--- config.mk ---
export PLATFORM = sky130hd
export DESIGN_NAME = ddr_rd_unpack
export DESIGN_NICKNAME = d
export VERILOG_FILES = /design/src/rtl/ddr_rd_pkg.sv /design/src/rtl/ddr_rd_fifo_fwft.sv /design/src/rtl/ddr_rd_unpack.sv
export SDC_FILE = /design/constraint.sdc
export NUM_CORES = 2
export LEC_CHECK = 0
export ABC_AREA = 0
export BUFFER_PORTS_ARGS = -buffer_cell sky130_fd_sc_hd__buf_2
export CORE_UTILIZATION = 29
export DETAILED_ROUTE_END_ITERATION = 12
export PLACE_DENSITY = 0.56
export SLEW_MARGIN = 10
export SYNTH_ARGS = -nofsm -noshare
export SYNTH_HDL_FRONTEND = slang
export SYNTH_HIERARCHICAL = 1
export SYNTH_SLANG_ARGS = --single-unit
--- constraint.sdc ---
create_clock -name ddr_ui_clk -period 27 [get_ports ddr_ui_clk]
set_input_delay 5.4 -clock ddr_ui_clk [delete_from_list [all_inputs] [get_ports ddr_ui_clk]]
set_output_delay 5.4 -clock ddr_ui_clk [all_outputs]
set_load 0.05 [all_outputs]
--- src/rtl/ddr_rd_pkg.sv ---
// Shared constants and parameter checks for the DDR read-path unpacker.
// Sizes the default 256-bit beat to 32-bit word conversion.
package ddr_rd_pkg;

  localparam int DDR_BEAT_W = 256;
  localparam int RD_WORD_W  = 32;
  localparam int RD_RATIO   = DDR_BEAT_W / RD_WORD_W;
  localparam int RD_IDX_W   = $clog2(RD_RATIO);

  function automatic bit ddr_rd_is_pow2(input int v);
    return (v > 0) && ((v & (v - 1)) == 0);
  endfunction

  // Legal set: whole power-of-two word ratio of at least two, power-of-two
  // FIFO of at least four entries, and a throttle margin below the depth.
  function automatic bit ddr_rd_cfg_ok(input int in_w, input int out_w,
                                       input int depth, input int margin);
    bit ok;
    ok = (out_w > 0) && (in_w > out_w) && ((in_w % out_w) == 0);
    if (ok) begin
      ok = ddr_rd_is_pow2(in_w / out_w);
    end
    ok = ok && ddr_rd_is_pow2(depth) && (depth >= 4);
    ok = ok && (margin >= 0) && (margin < depth);
    return ok;
  endfunction

endpackage

--- src/rtl/ddr_rd_fifo_fwft.sv ---
// First-word-fall-through FIFO: the head entry is read straight from the
// storage array, so a pop consumes the word already visible on o_head.
module ddr_rd_fifo_fwft
  import ddr_rd_pkg::*;
#(
  parameter int WIDTH = DDR_BEAT_W,
  parameter int DEPTH = 16
) (
  input  logic                     clk,
  input  logic                     rst_n,
  input  logic                     i_push,
  input  logic [WIDTH-1:0]         i_push_data,
  input  logic                     i_pop,
  output logic [WIDTH-1:0]         o_head,
  output logic [$clog2(DEPTH):0]   o_level,
  output logic                     o_full,
  output logic                     o_empty
);

  localparam int PTR_W = $clog2(DEPTH);
  localparam int LVL_W = PTR_W + 1;

  if (!ddr_rd_is_pow2(DEPTH) || DEPTH < 4) begin : g_depth_err
    $error("ddr_rd_fifo_fwft: DEPTH must be a power of two and at least 4");
  end

  logic [WIDTH-1:0] mem [DEPTH];
  logic [PTR_W-1:0] wr_ptr_q, wr_ptr_d;
  logic [PTR_W-1:0] rd_ptr_q, rd_ptr_d;
  logic [LVL_W-1:0] level_q, level_d;
  logic             push_ok;
  logic             pop_ok;

  assign o_full  = (level_q == LVL_W'(DEPTH));
  assign o_empty = (level_q == '0);
  assign o_level = level_q;
  assign o_head  = mem[rd_ptr_q];

  // NOTE: every always_comb output gets a default first, so no path can leave
  // a value unassigned and infer a latch.
  always_comb begin
    pop_ok   = i_pop & ~o_empty;
    // A full FIFO still takes a push when the same cycle frees an entry.
    push_ok  = i_push & (~o_full | pop_ok);
    wr_ptr_d = wr_ptr_q;
    rd_ptr_d = rd_ptr_q;
    level_d  = level_q;
    if (push_ok) begin
      wr_ptr_d = wr_ptr_q + PTR_W'(1);
    end
    if (pop_ok) begin
      rd_ptr_d = rd_ptr_q + PTR_W'(1);
    end
    case ({push_ok, pop_ok})
      2'b10:   level_d = level_q + LVL_W'(1);
      2'b01:   level_d = level_q - LVL_W'(1);
      default: level_d = level_q;
    endcase
  end

  // NOTE: sequential state uses non-blocking assignments so every flop samples
  // the pre-edge value regardless of statement order.
  always_ff @(posedge clk or negedge rst_n) begin
    if (!rst_n) begin
      wr_ptr_q <= '0;
      rd_ptr_q <= '0;
      level_q  <= '0;
    end else begin
      wr_ptr_q <= wr_ptr_d;
      rd_ptr_q <= rd_ptr_d;
      level_q  <= level_d;
    end
  end

  // NOTE: the storage array has no reset; the pointers and level already mark
  // every entry invalid, and a reset would stop it mapping onto RAM.
  always_ff @(posedge clk) begin
    if (push_ok) begin
      mem[wr_ptr_q] <= i_push_data;
    end
  end

endmodule

--- src/rtl/ddr_rd_unpack.sv ---
// DDR read-path unpacker: buffers 256-bit read beats, throttles the controller
// and serialises each beat into 32-bit words on a valid/ready stream.
module ddr_rd_unpack
  import ddr_rd_pkg::*;
#(
  parameter int IN_WIDTH     = DDR_BEAT_W,
  parameter int OUT_WIDTH    = RD_WORD_W,
  parameter int FIFO_DEPTH   = 16,
  parameter int AFULL_MARGIN = 8,
  parameter bit LSB_FIRST    = 1'b1
) (
  input  logic                          ddr_ui_clk,
  input  logic                          ddr_log_rst_n,
  input  logic [IN_WIDTH-1:0]           i_ddr_rd_data,
  input  logic                          i_ddr_rd_data_en,
  output logic                          o_dn_full,
  output logic [OUT_WIDTH-1:0]          o_data,
  output logic                          o_data_valid,
  input  logic                          i_data_ready,
  output logic [$clog2(FIFO_DEPTH):0]   o_fifo_level,
  output logic                          o_ovf_err,
  input  logic                          i_stat_clr,
  output logic [31:0]                   o_word_cnt
);

  localparam int RATIO = IN_WIDTH / OUT_WIDTH;
  localparam int IDX_W = (RATIO > 1) ? $clog2(RATIO) : 1;
  localparam int LVL_W = $clog2(FIFO_DEPTH) + 1;
  localparam logic [IDX_W-1:0] LAST_IDX  = IDX_W'(RATIO - 1);
  localparam logic [LVL_W-1:0] AFULL_LVL = LVL_W'(FIFO_DEPTH - AFULL_MARGIN);

  if (!ddr_rd_cfg_ok(IN_WIDTH, OUT_WIDTH, FIFO_DEPTH, AFULL_MARGIN)) begin : g_cfg_err
    $error("ddr_rd_unpack: illegal width/depth/margin parameter set");
  end

  logic [IN_WIDTH-1:0]  fifo_head;
  logic [LVL_W-1:0]     fifo_level;
  logic                 fifo_full;
  logic                 fifo_empty;
  logic                 fifo_pop;

  logic                 hold_vld_q, hold_vld_d;
  logic [IN_WIDTH-1:0]  hold_data_q, hold_data_d;
  logic [IDX_W-1:0]     idx_q, idx_d;
  logic                 ovf_q, ovf_d;
  logic [31:0]          word_cnt_q, word_cnt_d;

  logic                 xfer;
  logic                 load;
  logic                 ovf_evt;
  logic [IDX_W-1:0]     slice_sel;

  ddr_rd_fifo_fwft #(
    .WIDTH (IN_WIDTH),
    .DEPTH (FIFO_DEPTH)
  ) u_fifo (
    .clk         (ddr_ui_clk),
    .rst_n       (ddr_log_rst_n),
    .i_push      (i_ddr_rd_data_en),
    .i_push_data (i_ddr_rd_data),
    .i_pop       (fifo_pop),
    .o_head      (fifo_head),
    .o_level     (fifo_level),
    .o_full      (fifo_full),
    .o_empty     (fifo_empty)
  );

  always_comb begin
    xfer = hold_vld_q & i_data_ready;
    // Reload on the final slice as well as when empty: this keeps consecutive
    // beats streaming at one word per clock with no bubble between them.
    load     = ~hold_vld_q | (xfer & (idx_q == LAST_IDX));
    fifo_pop = load & ~fifo_empty;
    ovf_evt  = i_ddr_rd_data_en & fifo_full & ~fifo_pop;

    hold_vld_d  = hold_vld_q;
    hold_data_d = hold_data_q;
    idx_d       = idx_q;
    if (load) begin
      hold_vld_d = ~fifo_empty;
      idx_d      = '0;
      if (!fifo_empty) begin
        hold_data_d = fifo_head;
      end
    end else if (xfer) begin
      idx_d = idx_q + IDX_W'(1);
    end

    ovf_d = ovf_q;
    if (ovf_evt) begin
      ovf_d = 1'b1;
    end else if (i_stat_clr) begin
      ovf_d = 1'b0;
    end

    word_cnt_d = word_cnt_q;
    if (i_stat_clr) begin
      word_cnt_d = '0;
    end else if (xfer) begin
      word_cnt_d = word_cnt_q + 32'd1;
    end
  end

  always_ff @(posedge ddr_ui_clk or negedge ddr_log_rst_n) begin
    if (!ddr_log_rst_n) begin
      hold_vld_q  <= 1'b0;
      hold_data_q <= '0;
      idx_q       <= '0;
      ovf_q       <= 1'b0;
      word_cnt_q  <= '0;
    end else begin
      hold_vld_q  <= hold_vld_d;
      hold_data_q <= hold_data_d;
      idx_q       <= idx_d;
      ovf_q       <= ovf_d;
      word_cnt_q  <= word_cnt_d;
    end
  end

  always_comb begin
    slice_sel = LSB_FIRST ? idx_q : (LAST_IDX - idx_q);
    o_data    = hold_data_q[slice_sel*OUT_WIDTH +: OUT_WIDTH];
  end

  // Throttle is decoded from the level register only, so it cannot glitch.
  assign o_dn_full    = (fifo_level >= AFULL_LVL);
  assign o_data_valid = hold_vld_q;
  assign o_fifo_level = fifo_level;
  assign o_ovf_err    = ovf_q;
  assign o_word_cnt   = word_cnt_q;

endmodule
Yosys cells after proc, flatten, opt, wreduce, memory -nomap -nowiden
Memory sizes are Yosys's and may differ from the RTL's. A register that Yosys moved wholly into a read port is not among the register bits.
Index checks and enable logic that the tools add are counted.

word-level totals
  RAM bits = 4096
  bits of input ports = 261
  output and inout port bits = 72
  memories = 1
  logic and storage cells = 49
  flip-flop bits (word level) = 50

operators by class
  muxes and demuxes = 9
  shift-type cells = 1
  reductions and logical operators = 7
  bitwise logic cells = 13
  $add $sub $neg = 6
  equal/unequal tests = 4
  order comparisons = 1

memories
  name        depth  width  rd ports  clocked after memory_dff  wr ports  line                    source
  u_fifo.mem  16     256    1         1                         1         ddr_rd_fifo_fwft.sv:27  logic [WIDTH-1:0] mem [DEPTH];

operators by type and width
  operator                                              count
  variable part select 256 x 9 -> 32 bit                1
  two-way mux 32 bit                                    2
  adder 32 x 1 -> 32 bit (second input constant)        1
  one-hot mux 5 bit (2 select lines)                    1
  adder 4 x 1 -> 4 bit (second input constant)          2
  nonzero test 2 bit                                    4
  bitwise AND 1 bit                                     7
  two-way mux 3 bit                                     2
  adder 5 x 1 -> 5 bit (second input constant)          1
  equality test 5 bit (second input constant)           1
  >= comparator 5 x 4 -> 1 bit (second input constant)  1
  zero test 5 bit                                       1
  subtractor 5 x 1 -> 5 bit (second input constant)     1
  two-way mux 1 bit                                     4
  NOT 1 bit                                             4
  adder 3 x 1 -> 3 bit (second input constant)          1
  equality test 3 bit (second input constant)           1
  equality test 2 x 1 -> 1 bit (second input constant)  1
  equality test 2 bit (second input constant)           1
  OR 1 bit                                              2
  AND reduction 2 bit                                   1
  zero test 1 bit                                       1

Longest topological paths before layout
  depth after elaboration = 9
  gate-level depth with buffers = 13
  depth with buffers taken out = 12

By module
Netlist, hierarchy kept.

by module, submodules not included
  module            area each (um^2)  sequential area each (um^2)  cells an instance  instances
  ddr_rd_fifo_fwft  153153.1          123323.3                     6343               1
  ddr_rd_unpack     13200.2           7332.0                       925                1

Worst setup path before layout
Ideal clock, no wire load.

  kind = input-to-reg
  start = input port i_data_ready
  end = memory u_fifo/mem[0][0] (netlist bit) (enable)
  data required time = 25.501 ns
  path buffers = 2
  setup slack = -5.300 ns
  data arrival time = 30.801 ns
  cell stages on the path = 7
  library setup time = 1.499 ns
  cell sequence = clkbuf_1 -> nand2_1 -> a21oi_1 -> clkbuf_1 -> nand2b_1 -> o21ai_1 -> nor4_1

between the ends
  longest elaborated chain between the ends = 9

ends and longest elaborated chain
  item                                     line                    source
  from (decl)                              ddr_rd_unpack.sv:19     input logic i_data_ready,
  bitwise AND 1 bit                        ddr_rd_unpack.sv:69     xfer = hold_vld_q & i_data_ready;
  bitwise AND 1 bit                        ddr_rd_unpack.sv:72     load = ~hold_vld_q | (xfer & (idx_q == LAST_IDX));
  OR 1 bit                                 ddr_rd_unpack.sv:72
  bitwise AND 1 bit                        ddr_rd_unpack.sv:73     fifo_pop = load & ~fifo_empty;
  net fifo_pop                             ddr_rd_unpack.sv:40     logic fifo_pop;
  bitwise AND 1 bit                        ddr_rd_fifo_fwft.sv:42  pop_ok = i_pop & ~o_empty;
  OR 1 bit                                 ddr_rd_fifo_fwft.sv:44  push_ok = i_push & (~o_full | pop_ok);
  bitwise AND 1 bit                        ddr_rd_fifo_fwft.sv:44
  two-way mux 1 bit                        ddr_rd_fifo_fwft.sv:78  if (push_ok) begin
  two-way mux 1 bit (not written as such)  ddr_rd_fifo_fwft.sv:79  mem[wr_ptr_q] <= i_push_data;
  to (decl)                                ddr_rd_fifo_fwft.sv:27

The timed path passes the listed nets, and every way through them passes these cells.

Final worst setup path
  start = input port i_data_ready
  end = memory u_fifo/mem[9][82] (netlist bit) (enable)

between the ends
  longest elaborated chain between the ends = 9

ends and longest elaborated chain
  item                                     line
  bitwise AND 1 bit                        ddr_rd_unpack.sv:69
  bitwise AND 1 bit                        ddr_rd_unpack.sv:72
  OR 1 bit                                 ddr_rd_unpack.sv:72
  bitwise AND 1 bit                        ddr_rd_unpack.sv:73
  bitwise AND 1 bit                        ddr_rd_fifo_fwft.sv:42
  OR 1 bit                                 ddr_rd_fifo_fwft.sv:44
  bitwise AND 1 bit                        ddr_rd_fifo_fwft.sv:44
  two-way mux 1 bit                        ddr_rd_fifo_fwft.sv:78
  two-way mux 1 bit (not written as such)  ddr_rd_fifo_fwft.sv:79

Every way passes these cells.

==> impl_metrics.toml <==
[run_status]
status = "completed"

[placed_design]
io_buffers = 332
pre_cts_slack_ns = 16.11
place_congestion = 0.778
hpwl_um = 277000

[clocking]
path_clk_slew_ns = 0.06
clk_latency_ns = 1.04
cts-buffers-inserted = 443
clockBufferDepth = 4
clock_sinks = 4402
cts_tree = "yes"
cts_setup_buffers = 0
ctsResizeCount = 0
postCtsHoldBufs = 0
htreeDepth = 5
root_buffer = "clkbuf_16"

[timing]
fin_worst_skew_ns = 0.117
max_slew_margin_pct = 16.2
rsz0062_at_grt = "false"
min_period_over_period_pct = 36.3
tightest_slew_ns = 1.26
setup_violations = 0
slew_violations = 0
final.setup.worst_slack_ns = 17.21
hold_viol = 0
fin_crit_ns = 9.79
hold_slack_ns = 0.500
clock.fmax_mhz = 102

[power]
seqPwrFrac_pct = 43.9
combPwrFrac_pct = 24.8
switching_power_mw = 5.91
powerDensity_mw_per_mm2 = 102
clock_power_share_pct = 31.3
total_power_mw = 19.6
switching_share_pct = 30.2
total_leakage_power_nw = 60.3
irDropWorstVdd_uv = 100
p_int_mw = 13.7

[logic_synthesis]
synth_edf_count = 4096
synth_seq_cells = 4402
synthTopCellsByArea = "edfxtp_1, mux4_2, dfrtp_1"
ys_top_cells_by_count = "edfxtp_1, mux4_2, a22oi_1, nand2_1, dfrtp_1"
yosysMostFrequentCell = "edfxtp_1"
synthesis.area_mm2 = 0.166
yosysUniqueCellTypes = 45
yosysTopAreaCellShare_pct = 73.9
seq_area_frac_synth_pct = 78.5
ys_async_sr_fraction_pct = 6.95
yosys.area.top_type = "edfxtp_1"
synthesis.nets = 7541
syn-mean-instance-area_um2 = 22.9
ys.flop_type = "edfxtp_1"
syn_inst = 7268
synth_warnings = 6

[floorplanning]
dieHeight_um = 759
io_pins = 333
dieArea_mm2 = 0.577
core_area_mm2 = 0.570
rows = 277
die_w_um = 759
start_util_pct = 29.2

[worst_hold_path]
min_to = "hold_data_q[212]$_DFFE_PN0P_"
holdCritPathClass = "reg -> reg"
hp-start = "hold_data_q[212]$_DFFE_PN0P_"
hold_depth = 1

[setup_path]
r2r_setup_slack_ns = 19.87
cp_data_required_time_ns = 27.55
r2r_cells = 11
regToRegEndpoint = "u_fifo/mem[9][82]$_DFFE_PP_"
cp_max_fo = 50
cp-end-kind = "register"
critPathLaunchType = "primary input"
r2r_start = "idx_q[1]$_DFFE_PN0P_"
worstSetupPathType = "in -> reg"
critPathArrivalTime_ns = 10.34

[layout]
area.growth.synth_to_final_pct = 15.3
fill_cells = 52752
drive_gt1_share_pct = 30.6
nNetsFinal = 8064

[global_routing]
grt_max_degree = 127
grt_use_total_pct = 15.6
antenna_found_initial = 218
grt_pass1_vias = 80064
overflow = 0
grt_pass1_wl_um = 645000

[drt]
routedWlPerCell_um = 29.4
route.antenna.remaining_nets = 0
drc = 0
dr.pass1.iters = 7
drtIter0Drc = 7885
vias_per_cell = 5.02
num_vias = 78970
wl_um = 462000

[job]
max-cap-violations = 0
-- area by class of cell --
type / count / area (µm²) / area share (%)
sequential: 4402 / 131000 / 68.1
clock buffer: 566 / 11900 / 6.18
timing repair buffer: 484 / 3050 / 1.59
tap: 7533 / 9430 / 4.91
clock inverter: 247 / 2640 / 1.38
multi-input combinational: 2440 / 34000 / 17.7
inverter: 20 / 75.1 / 0.0391
antenna: 42 / 105 / 0.0548
-- layout by cell type, fill, tap and decap left out, types with 6 or more instances in the layout --
cell | netlist | layout
or4_1 | 12 | 12
diode_2 | 0 | 42
edfxtp_1 | 4096 | 4096
or3_1 | 9 | 9
clkbuf_8 | 0 | 20
mux2_2 | 258 | 258
buf_2 | 136 | 331
o31ai_1 | 9 | 9
dfrtp_1 | 306 | 300
clkinv_2 | 0 | 70
clkinv_1 | 0 | 90
nand4_1 | 8 | 8
nor4_1 | 10 | 6
bufinv_16 | 0 | 44
a21oi_1 | 22 | 21
a22oi_1 | 384 | 384
buf_12 | 0 | 19
nand3_1 | 13 | 13
ha_1 | 11 | 11
nor2_1 | 89 | 83
inv_6 | 0 | 12
o22ai_1 | 131 | 131
clkbuf_16 | 0 | 448
xnor2_1 | 17 | 17
inv_1 | 20 | 19
clkbuf_1 | 222 | 98
buf_4 | 6 | 133
nand2_1 | 309 | 308
and2_4 | 0 | 9
clkinvlp_4 | 0 | 10
mux4_2 | 1088 | 1088
o21ai_0 | 10 | 10
clkinv_16 | 0 | 10
-- worst max path at each step --
stage                     cells after the start  slack [ns]            startpoint                      endpoint
after floorplan                               7       -5.30          i_data_ready    u_fifo/mem[0][0]$_DFFE_PP_
after global placement                       10       16.05          i_data_ready  u_fifo/mem[8][143]$_DFFE_PP_
after detailed placement                     10       16.11          i_data_ready  u_fifo/mem[8][143]$_DFFE_PP_
after CTS                                     5       17.14  idx_q[0]$_DFFE_PN0P_                    o_data[25]
after global routing                          5       16.98  idx_q[0]$_DFFE_PN0P_                    o_data[17]
final                                        10       17.21          i_data_ready   u_fifo/mem[9][82]$_DFFE_PP_
-- cells by family after synthesis --
group / synth area share, %
fa+ha+maj: 0.0948
buf+inv: 1.08
flops: 78.5
mux: 16.5
compound gates: 2.42
simple gates: 1.25
xor+xnor: 0.111
-- power groups by stage --
stage | combinational (mW) | clock, mW | sequential (mW)
after global placement | 4.92 | 0 | 8.72
final | 4.86 | 6.13 | 8.61
after floorplan | 3.14 | 0 | 8.85
after global routing | 5.12 | 6.49 | 8.67
after CTS | 4.98 | 6.26 | 8.61
after detailed placement | 4.97 | 0 | 8.75
-- routing by layer --
layer / up-vias / wire length (µm) / global-route usage [%]
met3: 769 / 34700 / 3.33
li1: 31950 / - / -
met2: 2914 / 226000 / 25.9
met5: - / 503 / 0
met1: 43259 / 190000 / 21.1
met4: 78 / 10700 / 3.31
-- metrics by stage --
stage | setup TNS [ns] | cell area, µm² | std cells | util [%]
finish | 0 | 192000 | 15734 | 33.7
detailed placement | 0 | 177000 | 14879 | 31.1
global placement | 0 | 177000 | 14879 | 31.1
global route | 0 | 192000 | 15700 | 33.6
CTS | 0 | 192000 | 15692 | 33.6
floorplan | -5425.76 | 166000 | 7268 | -
-- critical path: stages --
cell	delay, ns
buf_2	0.18
nand2_1	0.13
a21oi_4	0.24
nand2b_1	0.17
o21ai_1	0.20
nor3b_1	0.49
and2_4	0.76
buf_4	0.85
buf_4	0.87
buf_4	0.84
-- registers in the layout (all words and copies together), names as in the netlist --
signal and count:
u_fifo/mem 4096, hold_data_q 256, o_word_cnt 32, u_fifo/o_level 5, u_fifo/rd_ptr_q 4, u_fifo/wr_ptr_q 4, idx_q 3, o_data_valid 1
o_ovf_err 1
No activity file was read; power rests on OpenSTA's default activity.
